<file path="config.mk">
export PLATFORM = sky130hd
export DESIGN_NAME = reg_bus_arbiter
export DESIGN_NICKNAME = d
export VERILOG_FILES = /design/src/rtl/reg_bus_arbiter.sv
export SDC_FILE = /design/constraint.sdc
export NUM_CORES = 1
export LEC_CHECK = 0
export CORE_UTILIZATION = 35
export CTS_BUF_LIST = sky130_fd_sc_hd__clkbuf_16
export DETAILED_ROUTE_END_ITERATION = 7
export PLACE_DENSITY = 0.74
export SLEW_MARGIN = 20
export SYNTH_ARGS = -nofsm -noshare
export SYNTH_HDL_FRONTEND = slang
export SYNTH_SLANG_ARGS = --single-unit
</file>
<file path="constraint.sdc">
create_clock -name clk_in -period 2.6 [get_ports clk_in]
set_input_delay 0.52 -clock clk_in [delete_from_list [all_inputs] [get_ports clk_in]]
set_output_delay 0.52 -clock clk_in [all_outputs]
set_load 0.005 [all_outputs]
</file>
<file path="src/rtl/reg_bus_arbiter.sv">
// Two-requester register-bus arbiter: alternating priority on ties, one-hot register select.
// Define REG_ARB_TIMEOUT_EN to bound the wait for reg_ready by TIMEOUT_CYCLES.
module reg_bus_arbiter #(
    parameter int DATA_WIDTH     = 32,
    parameter int NUM_REGS       = 8,
    parameter int ADDR_WIDTH     = 4,
    parameter int TIMEOUT_CYCLES = 16
) (
    input  logic                  clk_in,
    input  logic                  rst_n_in,

    input  logic                  req0_valid,
    input  logic                  req0_write,
    input  logic [ADDR_WIDTH-1:0] req0_addr,
    input  logic [DATA_WIDTH-1:0] req0_wdata,
    output logic                  req0_done,
    output logic [DATA_WIDTH-1:0] req0_rdata,
    output logic                  req0_err,

    input  logic                  req1_valid,
    input  logic                  req1_write,
    input  logic [ADDR_WIDTH-1:0] req1_addr,
    input  logic [DATA_WIDTH-1:0] req1_wdata,
    output logic                  req1_done,
    output logic [DATA_WIDTH-1:0] req1_rdata,
    output logic                  req1_err,

    output logic [NUM_REGS-1:0]   reg_enable,
    output logic                  reg_write,
    output logic [DATA_WIDTH-1:0] reg_wdata,
    input  logic [NUM_REGS-1:0]   reg_ready,
    input  logic [DATA_WIDTH-1:0] reg_rdata
);

    localparam logic [1:0] ST_IDLE   = 2'd0;
    localparam logic [1:0] ST_ACCESS = 2'd1;
    localparam logic [1:0] ST_DONE   = 2'd2;

`ifdef REG_ARB_TIMEOUT_EN
    localparam int TMO_W = $clog2(TIMEOUT_CYCLES + 1);
    logic [TMO_W-1:0]      r_tmo;
`endif

    logic [1:0]            r_state;
    logic                  r_last;   // 1: req1 was granted most recently
    logic                  r_gnt;    // requester owning the current access

    logic                  w_pick1;
    logic                  w_write;
    logic [ADDR_WIDTH-1:0] w_addr;
    logic [DATA_WIDTH-1:0] w_wdata;
    logic [NUM_REGS-1:0]   w_onehot;
    logic                  w_addr_ok;
    logic                  w_ready;

    assign w_pick1 = req1_valid & (~req0_valid | ~r_last);
    assign w_write = w_pick1 ? req1_write : req0_write;
    assign w_addr  = w_pick1 ? req1_addr  : req0_addr;
    assign w_wdata = w_pick1 ? req1_wdata : req0_wdata;

    // An out-of-range address decodes to no select bit, which doubles as the range check.
    always_comb begin
        w_onehot = '0;
        for (int unsigned i = 0; i < NUM_REGS; i++) begin
            w_onehot[i] = (w_addr == ADDR_WIDTH'(i));
        end
    end

    assign w_addr_ok = |w_onehot;
    assign w_ready   = |(reg_ready & reg_enable);

    always_ff @(posedge clk_in or negedge rst_n_in) begin
        if (!rst_n_in) begin
            r_state    <= ST_IDLE;
            r_last     <= 1'b1;
            r_gnt      <= 1'b0;
            reg_enable <= '0;
            reg_write  <= 1'b0;
            reg_wdata  <= '0;
            req0_done  <= 1'b0;
            req0_err   <= 1'b0;
            req0_rdata <= '0;
            req1_done  <= 1'b0;
            req1_err   <= 1'b0;
            req1_rdata <= '0;
`ifdef REG_ARB_TIMEOUT_EN
            r_tmo      <= '0;
`endif
        end else begin
            case (r_state)
                ST_IDLE: begin
                    if (req0_valid || req1_valid) begin
                        r_gnt     <= w_pick1;
                        reg_wdata <= w_wdata;
`ifdef REG_ARB_TIMEOUT_EN
                        r_tmo     <= '0;
`endif
                        if (w_addr_ok) begin
                            reg_enable <= w_onehot;
                            reg_write  <= w_write;
                            r_state    <= ST_ACCESS;
                        end else begin
                            if (w_pick1) begin
                                req1_done <= 1'b1;
                                req1_err  <= 1'b1;
                            end else begin
                                req0_done <= 1'b1;
                                req0_err  <= 1'b1;
                            end
                            r_state <= ST_DONE;
                        end
                    end
                end

                ST_ACCESS: begin
                    if (w_ready) begin
                        reg_enable <= '0;
                        reg_write  <= 1'b0;
                        if (r_gnt) begin
                            req1_done  <= 1'b1;
                            req1_err   <= 1'b0;
                            req1_rdata <= reg_rdata;
                        end else begin
                            req0_done  <= 1'b1;
                            req0_err   <= 1'b0;
                            req0_rdata <= reg_rdata;
                        end
                        r_state <= ST_DONE;
                    end
`ifdef REG_ARB_TIMEOUT_EN
                    else if (r_tmo == TMO_W'(TIMEOUT_CYCLES - 1)) begin
                        reg_enable <= '0;
                        reg_write  <= 1'b0;
                        if (r_gnt) begin
                            req1_done <= 1'b1;
                            req1_err  <= 1'b1;
                        end else begin
                            req0_done <= 1'b1;
                            req0_err  <= 1'b1;
                        end
                        r_state <= ST_DONE;
                    end else begin
                        r_tmo <= r_tmo + 1'b1;
                    end
`endif
                end

                ST_DONE: begin
                    req0_done  <= 1'b0;
                    req0_err   <= 1'b0;
                    req0_rdata <= '0;
                    req1_done  <= 1'b0;
                    req1_err   <= 1'b0;
                    req1_rdata <= '0;
                    r_last     <= r_gnt;
                    r_state    <= ST_IDLE;
                end

                default: r_state <= ST_IDLE;
            endcase
        end
    end

endmodule

</file>
==> qor.txt, run 1 <==
Ant. Diodes: 0
Synth cell types: 35
Skew-Pair Late Insertion Delay: 0.41 ns
Setup bufs post-CTS: 0
GR Overflow Total: 0
Die Height: 122.9 um
Final HPWL DP: 9781 um
Total global-route track usage: 18.74%
Net switching power: 0.003118 W
Clk_skew: 0.007288 ns
CP Buf/Inv Count: 1
Synth Cell Area: 5120 um2
Syn-to-layout area delta: 61.78%
Post-Route WL: 13420 um
Synth warn: 0
Slew Limit Fails: 0
DRC viols: 0
Max-Cap Viols: 0
Die area: 15120 um2
Fmax: 441.5 MHz
TNS Setup: 0 ns
Drt initial violations: 172
Tmin final: 2.265 ns
Detailed Routing Iterations Pass 1: 4
Die width: 122.9 um
Pin count of the biggest net entering global routing: 75
P_int: 0.007166 W
Ys flop type: dfrtp_1
Clock transition at the registers of the reported paths: 0.05 ns
Yosys top cell by area: dfrtp_1
Worst path arrival time: 2.56 ns
H-tree depth: 4
Critical Path Slowest Stage Cell: a221oi_4
Dpl ws: 0.04224 ns
DR vias/cell: 4.851
Vias in the first global route: 4310
Fin. Hold Viols: 0
Syn Inst Count: 413
Sequential Power Share: 30.3%
Power density cells: 1242 nW/um2
Synth Area in Simple Gates: 9.946%
Share of the synthesized area in the top cell type: 54.74%
CTS max path bufs: 2
CP top delay family: multiplexers
Fin crit share: 87.11%
Register area share after synthesis: 55.25%
Worst setup margin: 0.3351 ns
RSZ-0062 raised after global routing: false
First-pass GRT wire length: 21460 um
Status: finished, final reports clean
Final setup fails: 0
Worst vdd ir: 0.0006963 V
Layout cells sized above 1: 18.20%
XOR/XNOR Fraction of Synth Area: 0%
Placer Congestion: 0.7864
Post-synthesis mux area share: 23.56%
Initial Util: 36.32%
Max_slew headroom: 66.68%
Critical Path Max Stage Delay: 0.50 ns
CTS root buf: clkbuf_16
Dominant cells by area after synthesis: dfrtp_1, mux2_2, mux2i_1, nor2b_1, o21ai_0
Wire per inst: 15.88 um
Clock Sinks: 113
Net Sw Frac: 30.32%
CTS tree: built
Worst reg2reg path depth: 6
Worst hold path type: primary input to async pin
Measured slew at the worst slew-check pin: 0.4999 ns
Fillers: 1115
Worst Setup Start Kind: flop
Mapped Avg Cell Area: 12.40 um2
Clock Power Share: 22.8%
Crit path max fanout: 9
Adder-cell share of the synthesized area: 0.7331%
Vias post-DR: 4099
Critical Path Sink Type: flop
Main combinational cell family by area after synthesis: multiplexers
Leakage: 3.619 nW
Net Count, Synth: 534
Number of synthesized flops with an enable pin: 0
Worst path cell trace: inv_1 -> ha_1 -> nor2b_1 -> mux2i_2 -> a221oi_4 -> mux2_2
Ys async rst share: 100.0%
Gate power share: 46.9%
CTS buffer count: 17
Cell row count: 43
Post-route ant nets: 0
Port buffer count: 226
Crit. path cell count: 6
Synth Area in Compound Gates: 7.600%
Core Box Area: 14100 um2
Initial antenna violation count: 0
Setup CP Type: flop to flop
NumNets Final: 773
IO Pins: 227
Yosys reg bits: 113
Critical Path RT: 2.89 ns
cell type report:
cell class | instances | area (um2) | area share, %
clock inverter | 15 | 173.9 | 2.100
tap | 180 | 225.2 | 2.719
clock buffer | 17 | 425.4 | 5.136
multi-input combinational | 271 | 2155 | 26.01
sequential | 113 | 2829 | 34.15
inverter | 6 | 22.52 | 0.2719
timing repair buffer | 243 | 2452 | 29.61
power groups by stage:
stage | logic, W | clock network (W) | registers (W)
floorplan | 0.00238 | 0 | 0.00313
global placement | 0.00475 | 0 | 0.00310
detailed placement | 0.00488 | 0 | 0.00314
CTS | 0.00491 | 0.00240 | 0.00312
global route | 0.00523 | 0.00249 | 0.00322
finish | 0.00482 | 0.00235 | 0.00311
state kept, by name (all words and copies together), names as in the netlist:
signal and count:
reg_wdata 32, req0_rdata 32, req1_rdata 32, reg_enable 8, r_state 2, r_gnt 1
r_last 1, reg_write 1, req0_done 1, req0_err 1, req1_done 1, req1_err 1
routing by layer:
layer	GRT usage, %	vias to the layer above	wire length (um)	share of wire, %
met1	21.74	1994	5512	41
met5	0	-	0	0
li1	-	1934	-	-
met3	5.581	21	796	5.9
met2	31.88	150	6843	51
met4	8.384	0	268	2.0
Yosys cell counts, types with 4 or more instances:
| cell | n |
|---|---|
| dfrtp_1 | 112 |
| mux2_2 | 70 |
| nor2b_1 | 40 |
| mux2i_1 | 37 |
| nand2_1 | 36 |
| o21ai_0 | 33 |
| clkbuf_1 | 12 |
| a21oi_1 | 9 |
| nand3_1 | 7 |
| inv_1 | 6 |
| buf_2 | 5 |
| a222oi_1 | 4 |
| nor2_1 | 4 |
logic make-up after synthesis:
group                      count (synthesis)
and+or+nand+nor                           98
DFF                                      113
muxes                                    111
adders and majority gates                  3
buffers and inverters                     29
AOI/OAI and AO/OA                         59
repair_timing:
item,4_1_cts,5_1_grt
hold buffers,1,0
gates resized for setup,0,0
hold endpoints to repair,4,0
final timing paths:
kind | start | end | slack (ns)
setup reg to reg | r_state[0]$_DFFE_PN0P_ | reg_enable[3]$_DFFE_PN0P_ | 0.34
hold reg to reg | reg_wdata[6]$_DFFE_PN0P_ | reg_wdata[6]$_DFFE_PN0P_ | 0.48
setup / recovery | r_state[0]$_DFFE_PN0P_ | reg_enable[3]$_DFFE_PN0P_ | 0.34
min in group clk_in | reg_wdata[6]$_DFFE_PN0P_ | reg_wdata[6]$_DFFE_PN0P_ | 0.48
max in group asynchronous | rst_n_in | reg_wdata[25]$_DFFE_PN0P_ | 1.48
hold / removal | rst_n_in | reg_enable[5]$_DFFE_PN0P_ | 0.46
layout by cell type (no fill, tap or decap), types with 2 or more instances in the layout:
cell,instances
a21oi_1,9
a222oi_1,4
a22oi_1,2
a2bb2oi_1,3
and4_1,2
buf_12,5
buf_4,12
bufinv_16,4
clkbuf_16,17
clkdlybuf4s50_1,225
clkinv_1,4
clkinv_2,4
clkinvlp_4,2
dfrtp_1,112
ha_1,3
inv_1,7
mux2_1,3
mux2_2,70
mux2i_1,37
nand2_1,36
nand2b_1,2
nand3_1,7
nand4_1,3
nor2_1,4
nor2b_1,40
nor4_1,2
o21ai_0,32
per-stage QoR:
stage	cells	hold WS [ns]	instance area (um2)	total power, W	utilization [%]
floorplan	413	0.2244	5120	0.005506	-
detailed placement	812	0.3432	7674	0.008016	54.44
finish	845	0.4593	8283	0.01028	58.76
global route	845	0.4550	8283	0.01094	58.76
CTS	845	0.4475	8283	0.01043	58.76
global placement	812	0.3430	7674	0.007848	54.44
Power figures use the tool's default switching activity.
==> run 2, diff against run 1 <==
--- a/config.mk
+++ b/config.mk
@@ -8,7 +8,8 @@
 export CORE_UTILIZATION = 35
 export CTS_BUF_LIST = sky130_fd_sc_hd__clkbuf_16
 export DETAILED_ROUTE_END_ITERATION = 7
-export PLACE_DENSITY = 0.74
+export PLACE_DENSITY = 0.79
+export SKIP_CTS_REPAIR_TIMING = 1
 export SLEW_MARGIN = 20
 export SYNTH_ARGS = -nofsm -noshare
 export SYNTH_HDL_FRONTEND = slang
==> qor.txt, run 2 (synthesis gave the netlist of run 1 again) <==
Post-route cell area: 8307 um2 (was 8283 um2)
Die area: 15120 um2 (unchanged)
Setup CP Type: primary input to flop (was flop to flop)
Core Box Area: 14100 um2 (unchanged)
Worst hold path type: primary input to async pin (unchanged)
Critical Path RT: 2.88 ns (was 2.89 ns)
Commonest non-fill, non-tap cells in the layout: clkdlybuf4s50_1, dfrtp_1, mux2_2 (unchanged)
DRC viols: 0 (unchanged)
Die Height: 122.9 um (unchanged)
Total global-route track usage: 18.23% (was 18.74%)
Fin. Hold Viols: 0 (unchanged)
H-tree depth: 4 (unchanged)
CTS tree: built (unchanged)
Skew-Pair Late Insertion Delay: 0.40 ns (was 0.41 ns)
Final HPWL DP: 9972 um (was 9781 um)
Clock transition at the registers of the reported paths: 0.05 ns (about the same)
Vias in the first global route: 4261 (was 4310)
Worst path cell trace: clkdlybuf4s50_1 -> a222oi_1 -> nand4_1 -> o211ai_1 -> buf_12 -> mux2_2 (was inv_1 -> ha_1 -> nor2b_1 -> mux2i_2 -> a221oi_4 -> mux2_2)
IO Pins: 227 (unchanged)
Placed Area: 7637 um2 (was 7674 um2)
Top flop regs: reg_wdata: 32 flops, req0_rdata: 32 flops, req1_rdata: 32 flops (unchanged)
CTS buffer count: 17 (unchanged)
Port buffer count: 226 (unchanged)
Power density cells: 1260 nW/um2 (was 1242 nW/um2)
CTS root buf: clkbuf_16 (unchanged)
Clock Sinks: 113 (unchanged)
Dpl ws: 0.02575 ns (was 0.04224 ns)
CTS max path bufs: 2 (unchanged)
Worst R2R Setup Slack: 0.43 ns (was 0.34 ns)
Worst reg2reg path depth: 7 (was 6)
Syn-to-layout area delta: 62.24% (was 61.78%)
Max_slew headroom: 66.67% (was 66.68%)
Layout cells sized above 1: 17.73% (was 18.20%)
Worst setup margin: 0.3882 ns (was 0.3351 ns)
Cell row count: 43 (unchanged)
Wire per inst: 15.78 um (was 15.88 um)
Vias post-DR: 4126 (was 4099)
Post-route ant nets: 0 (unchanged)
Die width: 122.9 um (unchanged)
Critical Path Sink Type: flop (unchanged)
Critical Path Max Stage Delay: 0.41 ns (was 0.50 ns)
Status: finished, final reports clean (unchanged)
NumNets Final: 769 (was 773)
Clk_skew: 0.007371 ns (was 0.007288 ns)
Ant. Diodes: 0 (unchanged)
Tmin final: 2.212 ns (was 2.265 ns)
Pin count of the biggest net entering global routing: 65 (was 75)
GR Overflow Total: 0 (unchanged)
Worst path arrival time: 2.49 ns (was 2.56 ns)
Final setup fails: 0 (unchanged)
DR vias/cell: 4.912 (was 4.851)
Crit path max fanout: 32 (was 9)
Worst vdd ir: 0.0006160 V (was 0.0006963 V)
Drt initial violations: 160 (was 172)
Fmax: 452.1 MHz (was 441.5 MHz)
Critical Path Slowest Stage Cell: clkdlybuf4s50_1 (was a221oi_4)
Placer Congestion: 0.8511 (was 0.7864)
Worst Setup Start Kind: primary input (was flop)
Initial antenna violation count: 0 (unchanged)
Slew Limit Fails: 0 (unchanged)
Post-Route WL: 13260 um (was 13420 um)
TNS Setup: 0 ns (unchanged)
Most common cell after layout, fill and taps aside: clkdlybuf4s50_1 (unchanged)
Fin crit share: 85.07% (was 87.11%)
Detailed Routing Iterations Pass 1: 5 (was 4)
RSZ-0062 raised after global routing: false (unchanged)
First-pass GRT wire length: 20850 um (was 21460 um)
Leakage: 3.633 nW (was 3.619 nW)
Measured slew at the worst slew-check pin: 0.5000 ns (was 0.4999 ns)
Initial Util: 36.32% (unchanged)
Max-Cap Viols: 0 (unchanged)
## run 2: layer usage
metal	global-route usage, %	vias up	part of all wire [%]
met5	0	-	0
met4	7.241	0	0.71
met3	5.120	8	5.6
met2	32.44	161	53
met1	20.50	2023	41
li1	-	1934	-
## run 2: final timing paths
path / from / endpoint
max in group asynchronous: rst_n_in / req1_rdata[17]$_DFFE_PN0P_
worst min register to register: reg_wdata[28]$_DFFE_PN0P_ / reg_wdata[28]$_DFFE_PN0P_
min in group clk_in: reg_wdata[28]$_DFFE_PN0P_ / reg_wdata[28]$_DFFE_PN0P_
worst max register to register: r_state[1]$_DFFE_PN0P_ / req0_rdata[24]$_DFFE_PN0P_
worst max-delay path: reg_ready[1] / req0_rdata[24]$_DFFE_PN0P_
worst min-delay path: rst_n_in / reg_wdata[22]$_DFFE_PN0P_
## run 2: worst max-delay path: cells and delay by family
kind | cells | cell delay, ns
muxes | 1 | 0.37
and+or+nand+nor | 1 | 0.29
AOI/OAI and AO/OA | 2 | 0.62
buffers and inverters | 2 | 0.66
## run 2: through the flow
stage                     hold WS [ns]  util, %  std cells  power [W]
after floorplan                 0.2244        -        413   0.005506
after global placement          0.4611    54.18        809   0.007726
after detailed placement        0.4748    54.18        809   0.007942
after CTS                      0.03424    58.93        840    0.01064
after global routing           0.06376    58.93        840    0.01112
final                          0.04491    58.93        840    0.01047
## run 2: power by group
part	internal, W	switching (W)	total [W]	leakage, nW
Sequential	0.00264	0.000488	0.00312	1.40
Combinational	0.00290	0.00183	0.00472	1.90
Clock	0.00187	0.000754	0.00262	0.330
Total	0.00740	0.00307	0.0105	3.63
## run 2: cell type report
class | instances | area, um2
Fill cell | 1154 | 5789
Sequential cell | 113 | 2829
Timing Repair Buffer | 239 | 2407
Multi-Input combinational cell | 271 | 2153
Clock buffer | 17 | 425.4
Clock inverter | 14 | 244.0
Tap cell | 180 | 225.2
Inverter | 6 | 22.52
